--- config.mk ---
export PLATFORM = sky130hd
export DESIGN_NAME = bram_block_reader
export DESIGN_NICKNAME = d
export VERILOG_FILES = /design/src/rtl/bram_block_reader.sv
export SDC_FILE = /design/constraint.sdc
export NUM_CORES = 1
export LEC_CHECK = 0
export BUFFER_PORTS_ARGS = -buffer_cell sky130_fd_sc_hd__buf_2
export CORE_UTILIZATION = 40
export DETAILED_ROUTE_END_ITERATION = 8
export MAX_ROUTING_LAYER = met4
export SLEW_MARGIN = 20
export SYNTH_ARGS = -nofsm -noshare
export SYNTH_HDL_FRONTEND = slang
export SYNTH_SLANG_ARGS = --single-unit
--- constraint.sdc ---
create_clock -name clk_in -period 3.4 [get_ports clk_in]
set_clock_uncertainty 0.1 [all_clocks]
set_input_delay 0.34 -clock clk_in [delete_from_list [all_inputs] [get_ports clk_in]]
set_output_delay 0.34 -clock clk_in [all_outputs]
set_load 0.005 [all_outputs]
--- src/rtl/bram_block_reader.sv ---
// Drains one NUM_BLOCKS-block number from a BRAM read port as a valid/ready block stream, LSB block first.
// Reads are credit-limited so every in-flight BRAM word has a guaranteed FIFO slot when it returns.
module bram_block_reader #(
  parameter int REGISTER_SIZE = 32,
  parameter int NUM_BLOCKS    = 128,
  parameter int READ_LATENCY  = 2,
  parameter int FIFO_DEPTH    = READ_LATENCY + 2,
  localparam int AW = (NUM_BLOCKS > 1) ? $clog2(NUM_BLOCKS) : 1
) (
  input  logic                     clk_in,
  input  logic                     rst_in,
  input  logic                     start_in,
  output logic [AW-1:0]            bram_addr_out,
  output logic                     bram_en_out,
  input  logic [REGISTER_SIZE-1:0] bram_dout_in,
  output logic [REGISTER_SIZE-1:0] block_out,
  output logic                     block_valid_out,
  output logic                     block_last_out,
  input  logic                     block_ready_in,
  output logic                     busy_out,
  output logic                     done_out
);
  localparam int PW = (FIFO_DEPTH > 1) ? $clog2(FIFO_DEPTH) : 1;
  localparam int CW = $clog2(FIFO_DEPTH + 1);
  localparam logic [AW-1:0] LAST_ADDR = AW'(NUM_BLOCKS - 1);

  typedef enum logic [1:0] {IDLE, ISSUE, DRAIN, DONE} state_e;

  state_e                   state_q, state_d;
  logic [AW-1:0]            cnt_q, cnt_d;
  logic [READ_LATENCY-1:0]  vld_pipe_q, last_pipe_q;
  logic [REGISTER_SIZE-1:0] mem_q [FIFO_DEPTH];
  logic [FIFO_DEPTH-1:0]    mem_last_q;
  logic [PW-1:0]            wr_ptr_q, rd_ptr_q;
  logic [CW-1:0]            fcnt_q;
  logic                     issue, push, pop, credit_ok;
  int                       in_flight;

  function automatic logic [PW-1:0] ptr_inc(input logic [PW-1:0] p);
    return (p == PW'(FIFO_DEPTH - 1)) ? '0 : p + 1'b1;
  endfunction

  // Credit is taken from registered counts only; a pop frees its slot next cycle.
  always_comb begin
    in_flight = 0;
    for (int i = 0; i < READ_LATENCY; i++) in_flight += int'(vld_pipe_q[i]);
  end

  assign credit_ok       = (in_flight + int'(fcnt_q)) < FIFO_DEPTH;
  assign push            = vld_pipe_q[READ_LATENCY-1];
  assign block_valid_out = (fcnt_q != '0);
  assign pop             = block_valid_out & block_ready_in;
  assign block_out       = mem_q[rd_ptr_q];
  assign block_last_out  = block_valid_out & mem_last_q[rd_ptr_q];
  assign bram_en_out     = issue;
  assign bram_addr_out   = cnt_q;
  assign busy_out        = (state_q != IDLE);
  assign done_out        = (state_q == DONE);

  always_comb begin
    state_d = state_q;
    cnt_d   = cnt_q;
    issue   = 1'b0;
    case (state_q)
      IDLE: if (start_in) begin
        state_d = ISSUE;
        cnt_d   = '0;
      end
      ISSUE: if (credit_ok) begin
        issue = 1'b1;
        // Counter parks on the last address so the address output holds while idle.
        if (cnt_q == LAST_ADDR) state_d = DRAIN;
        else                    cnt_d   = cnt_q + 1'b1;
      end
      DRAIN: if (pop && block_last_out) state_d = DONE;
      DONE:    state_d = IDLE;
      default: state_d = IDLE;
    endcase
  end

  always_ff @(posedge clk_in) begin
    if (rst_in) begin
      state_q <= IDLE;
      cnt_q   <= '0;
    end else begin
      state_q <= state_d;
      cnt_q   <= cnt_d;
    end
  end

  always_ff @(posedge clk_in) begin
    if (rst_in) begin
      vld_pipe_q  <= '0;
      last_pipe_q <= '0;
      wr_ptr_q    <= '0;
      rd_ptr_q    <= '0;
      fcnt_q      <= '0;
      mem_last_q  <= '0;
      for (int i = 0; i < FIFO_DEPTH; i++) mem_q[i] <= '0;
    end else begin
      for (int i = READ_LATENCY - 1; i > 0; i--) begin
        vld_pipe_q[i]  <= vld_pipe_q[i-1];
        last_pipe_q[i] <= last_pipe_q[i-1];
      end
      vld_pipe_q[0]  <= issue;
      last_pipe_q[0] <= issue && (cnt_q == LAST_ADDR);
      if (push) begin
        mem_q[wr_ptr_q]      <= bram_dout_in;
        mem_last_q[wr_ptr_q] <= last_pipe_q[READ_LATENCY-1];
        wr_ptr_q             <= ptr_inc(wr_ptr_q);
      end
      if (pop) rd_ptr_q <= ptr_inc(rd_ptr_q);
      case ({push, pop})
        2'b10:   fcnt_q <= fcnt_q + 1'b1;
        2'b01:   fcnt_q <= fcnt_q - 1'b1;
        default: fcnt_q <= fcnt_q;
      endcase
    end
  end
endmodule

Word-level counts from Yosys, hierarchy flattened:

Memory sizes are Yosys's and may differ from the RTL's. A register that Yosys moved wholly into a read port is not among the register bits.
Cells that the tools add are included.

* register bits after elaboration: 24
* RAM bits: 128
* input bits: 36
* output and inout port bits: 44
* logic and storage cells: 75
* memories kept: 1

Memory list
* mem_q: depth 4, bits a word 32, read ports 1, clocked after memory_dff 1, wr ports 4, line 32 `logic [REGISTER_SIZE-1:0] mem_q [FIFO_DEPTH];`

* add/subtract/negate cells: 7
* $lt $le $gt $ge: 4
* equality and inequality tests: 13
* multiplexer cells: 29
* bitwise operators: 2
* reductions and logical operators: 11

Operator list (count)
* 32-bit 2-to-1 mux: 1
* 32-bit OR reduction: 1
* 7-bit 2-to-1 mux: 3
* 2-bit 2-to-1 mux: 9
* 7-bit case mux with 2 select lines: 1
* 2-bit equality test (second input constant): 5
* 1-bit 2-to-1 mux: 10
* 2-bit inequality test (second input constant): 5
* 2-bit case mux with 4 select lines: 1
* 4-bit AND reduction: 2
* 7-bit by 1-bit adder with 7-bit output (second input constant): 1
* 7-bit equality test (second input constant): 1
* 2-bit by 3-bit < comparator with 1-bit output (second input constant): 2
* 3-bit case mux with 2 select lines: 1
* 2-bit nonzero test: 3
* 2-bit by 1-bit adder with 2-bit output (second input constant): 2
* 2-bit by 3-bit adder with 4-bit output: 1
* 4-bit bitwise mux: 1
* 2-bit by 1-bit equality test with 1-bit output (second input constant): 2
* 4-bit by 3-bit < comparator with 1-bit output (second input constant): 1
* 3-bit by 1-bit adder with 3-bit output (second input constant): 1
* 1-bit logical AND: 3
* 3-bit nonzero test: 1
* 3-bit by 1-bit subtractor with 3-bit output (second input constant): 1
* other kinds (6): 7

Depth between registers and ports, before layout:

* word-level depth: 6
* mapped depth: 9
* depth with buffers taken out: 9

Least setup slack after synthesis:

OpenSTA, ideal clock, no wires.

* kind: in2reg
* from: input rst_in
* to: memory mem_q[1][0] (enable)
* setup time: 0.391 ns
* data arrival time: 1.782 ns
* required time: 2.909 ns
* slack: 1.128 ns
* stages on the path: 4
* path buffers: 1
* path through: clkbuf_1 nand2b_1 nor3_1 or2_1

RTL lines
* from (decl): line 11 `input logic rst_in,`
* to (decl): line 32

==> impl_metrics.py <==
metrics = {
    "placement": {
        "gp_congestion": 0.7678,
        "placed_cells_incl_taps": 747,
        "hpwl_mm": 8.289,
        "preCtsSetupSlack_ns": 1.044,
        "portBuffers": 79,
    },
    "timing": {
        "slew_viol_final": 0,
        "fin_setup_tns_ns": 0,
        "hold_violations": 0,
        "finalWorstSetupSlack_ns": 0.8744,
        "post-route-period-util": 0.7428,
        "worstMarginPinSlew_ns": 0.9425,
        "fin_crit_ns": 2.526,
        "finalSetupViolations": 0,
        "fmax_ghz": 0.3959,
        "max-slew-margin-rel": 0.3716,
        "rsz0062_at_grt": "no",
    },
    "detailed_routing": {
        "vias": 3923,
        "drtPass1Iterations": 5,
        "drt_iter0_drc": 222,
        "drtAntennaViolNets": 0,
        "viasPerCell": 5.036,
        "wl_per_cell_um": 17.72,
        "drt_drc_violations_left": 0,
        "drt-total-wl_mm": 13.80,
    },
    "clock_network": {
        "clock_latency_ns": 0.42,
        "clkSinkCount": 154,
        "cts_resized": 0,
        "postCtsSetupBuffers": 0,
        "clkTransAtPathRegs_ns": 0.06,
        "cts_buffers": 17,
        "ctsRootBufferMaster": "clkbuf_16",
        "cts_tree": "yes",
        "ctsHoldBuffers": 0,
        "cts_max_level": 4,
        "cts_buffer_depth": 2,
    },
    "die": {
        "io_pins": 80,
        "core_area_mm2": 0.01658,
        "num_rows": 47,
        "start_util": 0.4104,
        "die_h_um": 132.4,
        "die_width_um": 132.4,
        "dieArea_mm2": 0.01754,
    },
    "synthesis": {
        "synth_cell_type_count": 45,
        "syn_nets": 512,
        "synth_warnings": 0,
        "post_synth_inst_count": 462,
        "synth_area_mm2": 0.006807,
        "ys_seq_area_frac": 0.6412,
        "synth-seq-cells": 154,
        "ys.flop_type": "edfxtp_1",
        "ys_async_sr_fraction": 0,
        "synth_edf_count": 128,
        "synth.avg_cell_area_um2": 14.73,
    },
    "power_and_ir_drop": {
        "p_leak_nw": 3.110,
        "sw_frac_of_total": 0.2443,
        "power.internal_mw": 3.757,
        "switching_power_mw": 1.215,
        "power_frac_seq": 0.454,
        "p_comb_frac": 0.168,
        "peakVddDrop_mv": 0.4250,
        "power_density_mw_per_mm2": 615.2,
        "clkPwrFrac": 0.378,
    },
    "grt": {
        "grt_pass1_vias": 4073,
        "grtUsageTotal": 0.1745,
        "grt_overflow": 0,
        "grt_max_degree": 33,
        "antenna_found_initial": 0,
        "grt_pass1_wl_mm": 21.96,
    },
    "finish": {
        "final_util": 0.4873,
        "stdcell_count": 779,
        "drive_above_1_share": 0.3095,
        "area_growth_syn_to_layout_pct": 18.73,
        "antenna-diode-count": 0,
        "layout.nets": 596,
    },
    "worst_setup_path": {
        "worstPathRequired_ns": 2.96,
        "worst_ep_arrival_time_ns": 2.09,
        "worstSetupPathType": "register to output pin",
        "worstPathMaxFanout": 19,
        "end_kind": "output pin",
        "startpoint_type": "register",
    },
    "flow_run": {
        "maxCapViolations": 0,
    },
    "status": {
        "status": "finished, final reports clean",
    },
    "hold_path": {
        "min_path_type": "primary input to register",
    },
}
sequential cells by signal (all words and copies together), names as in the netlist, named ones only:
name,count
fcnt_q,3
vld_pipe_q,2
mem_q,128
state_q,2
mem_last_q,4
last_pipe_q,2
bram_addr_out,7
rd_ptr_q,2
wr_ptr_q,2
cells in the mapped netlist, drive strengths merged, types with 3 or more instances:
cell	count	share of area
clkbuf	17	0.0094
nand3	8	0.0059
ha	13	0.024
or2	4	0.0040
nor2	17	0.0094
edfxtp	128	0.56
nand2	15	0.0086
inv	12	0.0066
a21oi	12	0.0099
xnor2	3	0.0039
dfxtp	26	0.076
nor3	8	0.0059
and2	130	0.12
xor2	3	0.0039
mux4	33	0.11
buf	6	0.0039
logic make-up after synthesis:
logic type | Yosys count | synth area share
AO/OA/AOI/OAI | 24 | 0.02574
XOR/XNOR | 6 | 0.007722
adder cells (fa/ha/maj) | 14 | 0.02684
buffers and inverters | 35 | 0.01985
flip-flops | 154 | 0.6412
multiplexers | 35 | 0.1121
AND/OR/NAND/NOR | 194 | 0.1665
layout by cell type, fill, tap and decap left out, types with 2 or more instances in the layout:
cell,n
buf_4,8
edfxtp_1,128
nor2b_1,2
dfxtp_1,24
a21oi_1,10
clkinv_2,4
buf_2,79
nand2b_1,2
or2_2,3
bufinv_16,2
nor3_1,5
xor2_1,3
a21oi_2,2
mux4_2,33
inv_2,4
clkbuf_1,3
dfxtp_2,2
xnor2_1,3
nor3_2,3
nand2_1,14
clkbuf_8,5
nand3_1,8
clkbuf_16,17
mux2i_1,2
nor2_1,16
and2_1,130
ha_1,13
inv_1,8
layout make-up:
| type | count | area, um2 |
|---|---|---|
| sequential | 154 | 4367 |
| multi-input combinational | 273 | 2325 |
| clock inverter | 7 | 88.84 |
| timing repair buffer | 88 | 475.5 |
| tap | 220 | 275.3 |
| inverter | 12 | 45.04 |
| clock buffer | 25 | 505.5 |
| fill | 1436 | 8502 |
power groups by stage:
| stage | clock [mW] | sequential (mW) | combinational (mW) |
|---|---|---|---|
| after floorplan | 0 | 2.25 | 0.592 |
| after global routing | 1.99 | 2.27 | 0.923 |
| after CTS | 1.91 | 2.26 | 0.854 |
| after global placement | 0 | 2.29 | 0.833 |
| after detailed placement | 0 | 2.30 | 0.852 |
| final | 1.88 | 2.26 | 0.837 |
per-stage QoR:
step	power, mW	hold WS, ns	instance area, um2
3_3_place_gp	3.125	0.3227	7487
2_1_floorplan	2.843	0.3138	6807
3_5_place_dp	3.150	0.3299	7487
5_1_grt	5.188	0.1177	8082
4_1_cts	5.025	0.1092	8082
6_report	4.972	0.1264	8082
metal layers:
| layer | share of wire | GRT usage |
|---|---|---|
| met5 | 0 | - |
| met4 | 0.014 | 0.06322 |
| met3 | 0.037 | 0.04176 |
| met2 | 0.50 | 0.2839 |
| met1 | 0.45 | 0.2122 |
critical path, cell delays in order (launching register included):
cell and delay, ns:
dfxtp_2 0.49, buf_4 0.44, mux4_2 0.59, buf_2 0.15
path summary, 6_finish.rpt:
kind | start | end | slack [ns] | cells after the start
worst max-delay path | register | block_out[31] | 0.87 | 3
worst min register to register | last_pipe_q[0] | last_pipe_q[1] | 0.34 | 1
worst min-delay path | bram_dout_in[0] | mem_q[0][0] | 0.13 | 2
worst max register to register | vld_pipe_q[1] | mem_q[2][9] | 1.18 | 3
(Power assumes the default switching activity.)
